**config.mk**
```make
export PLATFORM = sky130hd
export DESIGN_NAME = sng_stream_ctrl
export DESIGN_NICKNAME = d
export VERILOG_FILES = /design/src/rtl/sng_stream_ctrl.sv
export SDC_FILE = /design/constraint.sdc
export NUM_CORES = 1
export LEC_CHECK = 0
export BUFFER_PORTS_ARGS = -buffer_cell sky130_fd_sc_hd__buf_2
export CAP_MARGIN = 0
export CORE_UTILIZATION = 55
export CTS_CLUSTER_DIAMETER = 60
export DETAILED_ROUTE_END_ITERATION = 10
export GPL_ROUTABILITY_DRIVEN = 1
export HOLD_SLACK_MARGIN = 0.1
export PLACE_DENSITY_LB_ADDON = 0.05
export SYNTH_ARGS = -nofsm -noshare
export SYNTH_HDL_FRONTEND = slang
export SYNTH_SLANG_ARGS = --single-unit
```
**constraint.sdc**
```tcl
create_clock -name clk -period 3.6 [get_ports clk]
set_input_delay 0.18 -clock clk [delete_from_list [all_inputs] [get_ports clk]]
set_output_delay 0.18 -clock clk [all_outputs]
set_load 0.02 [all_outputs]
```
**src/rtl/sng_stream_ctrl.sv**
```systemverilog
// Stochastic number generator lane sequencer: latches one operand, then emits a full-period
// LFSR comparator stream (bit = lfsr <= operand) under valid/ready backpressure.
//  state | meaning
//  IDLE  | waiting for an operand, in_ready high
//  RUN   | streaming bits, bit_valid high, cnt = index of the presented bit
module sng_stream_ctrl #(
   parameter int unsigned              PRECISION = 8,
   parameter logic [PRECISION-1:0]     TAPS      = 8'hB8,
   parameter logic [PRECISION-1:0]     SEED      = 8'h01,
   parameter bit                       RESEED    = 1'b1
) (
   input  logic                 clk,
   input  logic                 rst,
   input  logic                 in_valid,
   output logic                 in_ready,
   input  logic [PRECISION-1:0] in_data,
   input  logic                 abort,
   output logic                 bit_valid,
   input  logic                 bit_ready,
   output logic                 bit_out,
   output logic                 bit_last,
   output logic                 busy,
   output logic                 done
);

   // An all-zero seed would lock the LFSR, so it is quietly promoted to 1.
   localparam logic [PRECISION-1:0] SEED_EFF =
      (SEED == '0) ? {{(PRECISION-1){1'b0}}, 1'b1} : SEED;
   localparam logic [PRECISION-1:0] LAST_IDX = {{(PRECISION-1){1'b1}}, 1'b0};

   typedef enum logic {IDLE = 1'b0, RUN = 1'b1} state_t;

   state_t               state, state_nxt;
   logic [PRECISION-1:0] lfsr;
   logic [PRECISION-1:0] val_q;
   logic [PRECISION-1:0] cnt;
   logic                 accept;
   logic                 fire;
   logic                 last_fire;

   assign accept    = (state == IDLE) && in_valid;
   // abort wins over a same-cycle handshake: the bit is dropped, not counted
   assign fire      = (state == RUN) && bit_ready && !abort;
   assign last_fire = fire && (cnt == LAST_IDX);

   always_ff @(posedge clk or negedge rst) begin
      if (!rst) state <= IDLE;
      else      state <= state_nxt;
   end

   always_comb begin
      state_nxt = state;
      case (state)
         IDLE: if (accept)                state_nxt = RUN;
         RUN:  if (abort || last_fire)    state_nxt = IDLE;
         default:                         state_nxt = IDLE;
      endcase
   end

   always_ff @(posedge clk or negedge rst) begin
      if (!rst) begin
         lfsr  <= SEED_EFF;
         val_q <= '0;
         cnt   <= '0;
         done  <= 1'b0;
      end else begin
         done <= last_fire;
         if (accept) begin
            val_q <= in_data;
            cnt   <= '0;
            if (RESEED) lfsr <= SEED_EFF;
         end else if (fire) begin
            lfsr <= (lfsr >> 1) ^ (lfsr[0] ? TAPS : '0);
            cnt  <= last_fire ? '0 : cnt + 1'b1;
         end
      end
   end

   always_comb begin
      in_ready  = 1'b0;
      bit_valid = 1'b0;
      bit_out   = 1'b0;
      bit_last  = 1'b0;
      busy      = 1'b0;
      case (state)
         IDLE: in_ready = 1'b1;
         RUN: begin
            bit_valid = 1'b1;
            busy      = 1'b1;
            bit_out   = (lfsr <= val_q);
            bit_last  = (cnt == LAST_IDX);
         end
         default: in_ready = 1'b0;
      endcase
   end

endmodule

```
# Word-level counts from Yosys, hierarchy flattened
# Index checks and enable logic that the tools add are counted.
# totals
register_bits,26
input_bits,13
output_inout_bits,6
wordCells,30
# op_classes
addsub,1
order_cmp,1
eq_ne,1
muxes,13
n_bitwise,2
n_reduce_logical,7
# op_table
op,count
8-bit two-way mux,6
"8-bit by 1-bit adder with 8-bit output, second input constant",1
"8-bit equality test, second input constant",1
8-bit <= comparator,1
7-bit by 8-bit XOR with 8-bit output,1
1-bit two-way mux,6
1-bit logical AND,4
1-bit case mux with 2 select lines,1
2-bit nonzero test,1
1-bit logical NOT,1
1-bit logical OR,1
1-bit inverter,1

# Logic depth before layout (Yosys ltp)
# Gate-level depths: netlist of run 1.
# depth
ltp_word,6
mapped_depth,6
mapped_depth_nobuf,6

# Least setup slack after synthesis of run 1
# No wires, ideal clock.
# synth_path
path_kind,register to output
start,register lfsr[0]
end,output bit_out
arrival_ns,1.428
t_required_ns,3.420
slack_ns,1.992
path_stages_with_launch,6
path_buffers,0
cell_sequence,dfstp_2 -> inv_1 -> ha_1 -> nand4_1 -> nor2_1 -> o311a_1
# synth_between
elab_chain_cells,2
# synth_lines
element,line_no,rtl
"start, declared",34,logic [PRECISION-1:0] lfsr;
"start signal, assigned",73,lfsr <= (lfsr >> 1) ^ (lfsr[0] ? TAPS : '0);
8-bit <= comparator,90,bit_out = (lfsr <= val_q);
1-bit two-way mux,85,case (state)
"end, declared",20,"output logic bit_out,"
# No other way between the ends.

# Worst setup path in the final report of run 1
# Same ends and word-level chain as after synthesis.

==> results of run 1 <==
[worst max-delay path by stage]
stage	end	slack, ps	startpoint	depth (start not counted)
2_1_floorplan	bit_out	1990	lfsr[0]	5
3_3_place_gp	bit_out	1890	lfsr[0]	6
3_5_place_dp	bit_out	1840	lfsr[0]	6
4_1_cts	bit_out	1460	lfsr[0]	6
5_1_grt	bit_out	1380	lfsr[0]	7
6_report	bit_out	1470	lfsr[0]	6
[where the power goes]
part | total, mW | internal, mW | switching [mW]
clock | 0.148 | 0.0619 | 0.0858
sequential | 0.370 | 0.334 | 0.0360
combinational | 0.190 | 0.0893 | 0.101
total | 0.707 | 0.485 | 0.222
[cell families after synthesis]
logic type,count (synthesis)
simple gates,43
flops,26
fa+ha+maj,10
buf+inv,16
xor+xnor,4
mux,9
compound gates,30
[cell type report]
type / count / area share
clock buffer: 4 / 0.0224
inverter: 11 / 0.0255
multi-input combinational: 96 / 0.410
sequential: 26 / 0.403
tap: 28 / 0.0217
timing repair buffer: 28 / 0.118
[flip-flops by register name, indices dropped and copies added (netlist names)]
register / cells
val_q: 8
cnt: 8
state: 1
lfsr: 8
done: 1
[critical path: cells and delay by family, from the launching register on]
family / cells / cell delay (ps)
flops: 1 / 600
compound gates: 1 / 330
fa+ha+maj: 1 / 310
buf+inv: 2 / 250
simple gates: 2 / 160
[synth_stat cells]
cell type / instances
dfrtp_1: 25
nand2_1: 17
o21ai_0: 12
inv_1: 11
ha_1: 10
nand3_1: 10
mux2_2: 8
a21oi_1: 7
xnor2_1: 4
nor2_1: 3
nor3_1: 3
a21o_1: 2
a31oi_1: 2
buf_4: 2
clkbuf_1: 2
nand4_1: 2
o211ai_1: 2
o21a_1: 2
a21o_2: 1
and3_1: 1
and3b_1: 1
and4_2: 1
buf_2: 1
dfstp_2: 1
mux2i_1: 1
nand2b_1: 1
nand3_2: 1
nand3b_1: 1
nand4_2: 1
nor3_2: 1
o311a_1: 1
o31ai_1: 1
[cells in the final DEF, fill, tap and decap left out, types with 2 or more instances in the layout]
cell type      instances
ha_1                  10
buf_2                 18
nor2_1                 3
o21a_1                 2
nand2_1               17
o21ai_0               12
dlygate4sd3_1         10
a31oi_1                2
inv_1                 11
xnor2_1                4
nand4_1                2
a21o_1                 2
a21oi_1                7
mux2_2                 8
clkbuf_4               3
nand3_1               10
dfrtp_1               25
nor3_1                 3
o211ai_1               2
[metal layers]
metal  vias to the layer above  part of all wire
li1                        536                 -
met1                       519              0.48
met2                        38              0.46
met3                         5             0.043
met4                         0             0.014
met5                         -                 0
[per-stage QoR]
| step | hold slack, ps | setup slack [ps] |
|---|---|---|
| after floorplan | -116 | 1990 |
| after global placement | 201 | 1890 |
| after detailed placement | 212 | 1840 |
| after CTS | 291 | 1460 |
| after global routing | 340 | 1380 |
| final | 295 | 1470 |
==> out/qor.csv, run 1 <==
metric,value,unit
# rows,17,
register area,652,um^2
first-pass GRT wire length,4.72,mm
post-CTS setup buffer count,0,
Max rail drop VDD,305,uV
grt total ovfl,0,
HP Class,input port to flip-flop,
fin crit share,0.592,
area of the core,0.00230,mm^2
multi-input logic area,663,um^2
status,"finished, final reports clean",
largest net degree at the start of global routing,27,
max_cap viols,0,
ANT nets after route,0,
Fillers,185,
drc violations,0,
hold buffers post-CTS,10,
Crit Path Category,flip-flop to primary output,
clock buffer count from CTS,3,
Final Net Count,189,
height of the die,52.2,um
gpl congestion,0.862,
Post-Route Skew,0.816,ps
Synth Area in XOR/XNOR,0.0253,
hold path depth,4,
full die area,0.00272,mm^2
Avg WL per Cell,14.4,um
PD cells,437,mW/mm^2
Worst path slowest cell,dfstp_2,
Initial Util,0.602,
busiest grt layer,met2,
mux share of post-synthesis cell area,0.0723,
Final Setup Violations,0,
Worst slew margin,0.536,
syn nets,161,
met2 usage,0.378,
met3 global-route usage,0.0234,
post-synth top area share,0.452,
vias in the first global route,1042,
layout cells sized above 1,0.218,
Simple-Gate Fraction of Synth Area,0.162,
post_cts resized,0,
Adder-Cell Fraction of Synth Area,0.0904,
Final Hold Viols,0,
Final Max Slew Viols,0,
total wire length,2.79,mm
crit path cell chain,"inv_1, ha_1, nand4_1, nor2_1, o311a_1, buf_2",
critical path arrival,1950,ps
"Avg Cell Area, Syn",10.0,um^2
drt first pass iters,5,
die width,52.2,um
Worst-path clk slew,140,ps
clk sinks,26,
DR vias,1098,
f_max,469,MHz
Synth Warn #,0,
Layout area overhead,16.9,%
CP Launch Type,flip-flop,
I/O Pins,19,
R2R cell count,3,
Layout Cells excl Fill,193,
M1 GR Usage,0.340,
Crit Path Max Fanout,4,
setup_tns,0,ps
initial antenna violation count,0,
Worst-Skew Late Latency,320,ps
CTS tree,yes,
1st-iter DRT viols,19,
Post-Synthesis Cells,138,
maximum clock insertion buffer count,2,
Final Instance Area,0.00162,mm^2
vias per cell,5.69,
"Seq/Total Area, Yosys",0.471,
largest family of logic cells by synthesized area,simple AND/OR/NAND/NOR gates,
clk root buf,clkbuf_4,
FF-to-FF setup slack,1960,ps
ANT cells,0,
Leak,0.801,nW
hpwl dp,2.02,mm
min-delay src,in_valid,
min Tclk post-route,2130,ps
Pwr Total,0.707,mW
RSZ-0062 raised after global routing,false,
CP required,3420,ps
max incr delay on CP,600,ps
Final Util,0.704,
Hold Path End,cnt[0],
Unique masters post-synth,32,
Synth Area in Compound Gates,0.129,
"Cell Area, Placed",0.00148,mm^2
htree depth,1,
Reg2Reg Capture Point,val_q[7],
Netlist Area Pre-Place,0.00138,mm^2
top post-synthesis cells by area,"dfrtp_1 45%, ha_1 9.0%, mux2_2 6.5%",
all-layer global routing usage,0.239,
worst slew pin tran,695,ps
reg-to-reg critical path startpoint,state,
CP Capture Type,primary output,
dominant cell type by area after synthesis,dfrtp_1,
Yosys reg bits,26,
dpl cells,179,
number of I/O port buffers,18,
(Power assumes the default switching activity.)
==> inputs of run 2 (changes only) <==
==> constraint.sdc (replaced) <==
create_clock -name clk -period 2.05 [get_ports clk]
set_input_delay 0.1025 -clock clk [delete_from_list [all_inputs] [get_ports clk]]
set_output_delay 0.1025 -clock clk [all_outputs]
set_load 0.02 [all_outputs]
==> out/qor.csv, run 2 (same netlist as run 1, synthesis figures left out) <==
metric,value,unit,change
ANT cells,0,,unchanged
Regs by FF count,"cnt: 8 flops, lfsr: 8 flops, val_q: 8 flops",,
I/O Pins,19,,unchanged
critical path arrival,1880,ps,-70 ps
layout cells sized above 1,0.254,,+0.0363
die width,52.2,um,unchanged
Crit Path Max Fanout,3,,-1
Layout area overhead,20.0,%,
Worst slew margin,0.583,,+0.0468
drt first pass iters,4,,-1
Layout Cells excl Fill,197,,+2.1%
grt total ovfl,0,,unchanged
drc violations,0,,unchanged
# rows,17,,unchanged
f_max,505,MHz,
Hold Slack,121,ps,-174 ps
"Cell Area, Placed",0.00150,mm^2,+1.5%
FF-to-FF setup slack,430,ps,-1530 ps
htree depth,1,,unchanged
Worst-Skew Late Latency,310,ps,about the same
Final Instance Area,0.00166,mm^2,+2.6%
hold path depth,3,,-1
Final Setup Violations,0,,unchanged
vias per cell,5.74,,+0.91%
"commonest cells after routing, fill and taps aside","25 x dfrtp_1, 17 x nand2_1, 17 x buf_2",,
Initial Util,0.602,,unchanged
vias in the first global route,1085,,+4.1%
largest net degree at the start of global routing,27,,unchanged
register area,652,um^2,unchanged
PD cells,764,mW/mm^2,+75%
status,"finished, final reports clean",,
"most common cell after layout, fill and taps aside",dfrtp_1,,
Worst-path clk slew,130,ps,about the same
initial antenna violation count,0,,unchanged
max_cap viols,0,,unchanged
Fillers,171,,-7.6%
Hold Path End,done,,
total wire length,2.94,mm,+5.5%
CP Capture Type,primary output,,
first-pass GRT wire length,4.76,mm,+0.89%
Post-Route Skew,1.04,ps,+0.225 ps
maximum clock insertion buffer count,2,,unchanged
Max rail drop VDD,614,uV,+100%
area of the core,0.00230,mm^2,unchanged
hpwl dp,2.07,mm,+2.2%
worst slew pin tran,625,ps,-70.1 ps
Crit Path Category,flip-flop to primary output,,
min Tclk post-route,1980,ps,
gpl congestion,0.869,,+0.79%
Reg2Reg Capture Point,val_q[5],,
full die area,0.00272,mm^2,unchanged
ANT nets after route,0,,unchanged
Final Hold Viols,0,,unchanged
multi-input logic area,669,um^2,+0.94%
Avg WL per Cell,14.9,um,+3.4%
fin crit share,0.967,,
height of the die,52.2,um,unchanged
HP Class,input port to flip-flop,,
reg-to-reg critical path startpoint,state,,
all-layer global routing usage,0.243,,+0.00402
Final Max Slew Viols,0,,unchanged
R2R cell count,3,,unchanged
1st-iter DRT viols,20,,+1
DR vias,1131,,+3.0%
clk root buf,clkbuf_4,,
CTS tree,yes,,
dpl cells,182,,+1.7%
clock buffer count from CTS,3,,unchanged
min-delay src,bit_ready,,
clk sinks,26,,unchanged
number of I/O port buffers,18,,unchanged
Final Net Count,193,,+2.1%
CP Launch Type,flip-flop,,
CP Launch Point,lfsr[0],,
CP required,1950,ps,-1470 ps
Leak,0.817,nW,+2.0%
## run 2: cell types whose count changed in the layout (fill, tap and decap cells not counted), sizes merged
cell / previous run / this run
buf: 18 / 22
## run 2: power breakdown
part           internal (mW)  total [mW]  leakage [nW]  switching [mW]
sequential             0.586       0.652         0.335          0.0655
clock                  0.108       0.252        0.0210           0.143
combinational          0.177       0.364         0.461           0.188
total                  0.871        1.27         0.817           0.397
## run 2: worst max-delay path by stage
stage / endpoint / slack (ps) / depth (start not counted)
floorplan: bit_out / 520 / 5
global placement: bit_out / 420 / 6
detailed placement: bit_out / 390 / 6
CTS: bit_out / 20 / 6
global route: bit_out / -9 / 7
finish: bit_out / 70 / 7
## run 2: layout make-up
cell class | count | area share
repair buffers | 32 | 0.136
inverters | 11 | 0.0249
flip-flops and latches | 26 | 0.393
well taps | 28 | 0.0211
clock buffers | 4 | 0.0219
multi-input cells | 96 | 0.403
## run 2: layer usage
metal,GRT usage,vias to the layer above,share of wire
met4,0.0877,0,0.0058
met2,0.393,30,0.48
met1,0.333,550,0.47
met3,0.0292,2,0.041
li1,-,549,-
met5,0,-,0
## run 2: through the flow
stage	setup WS, ps	setup TNS [ps]	utilization	total power [mW]
3_3_place_gp	417	0	0.655	0.961
4_1_cts	15.5	0	0.714	1.26
6_report	68.6	0	0.723	1.27
2_1_floorplan	519	0	-	0.883
3_5_place_dp	390	0	0.655	0.991
5_1_grt	-8.97	-8.97	0.723	1.35
## run 2: repair_timing
item                                    CTS  global route
endpoints found under the hold margin    34             0
endpoints found under the setup margin    0             1
hold buffers                             10             0
buffers inserted                          0             1
gates resized for setup                   0             5
## run 2: critical path: stages (launching register included)
cell and delay [ps]:
dfstp_2 580, inv_2 50, ha_2 170, inv_1 60, a21oi_2 50, o21a_1 180
o311a_1 350, buf_6 140
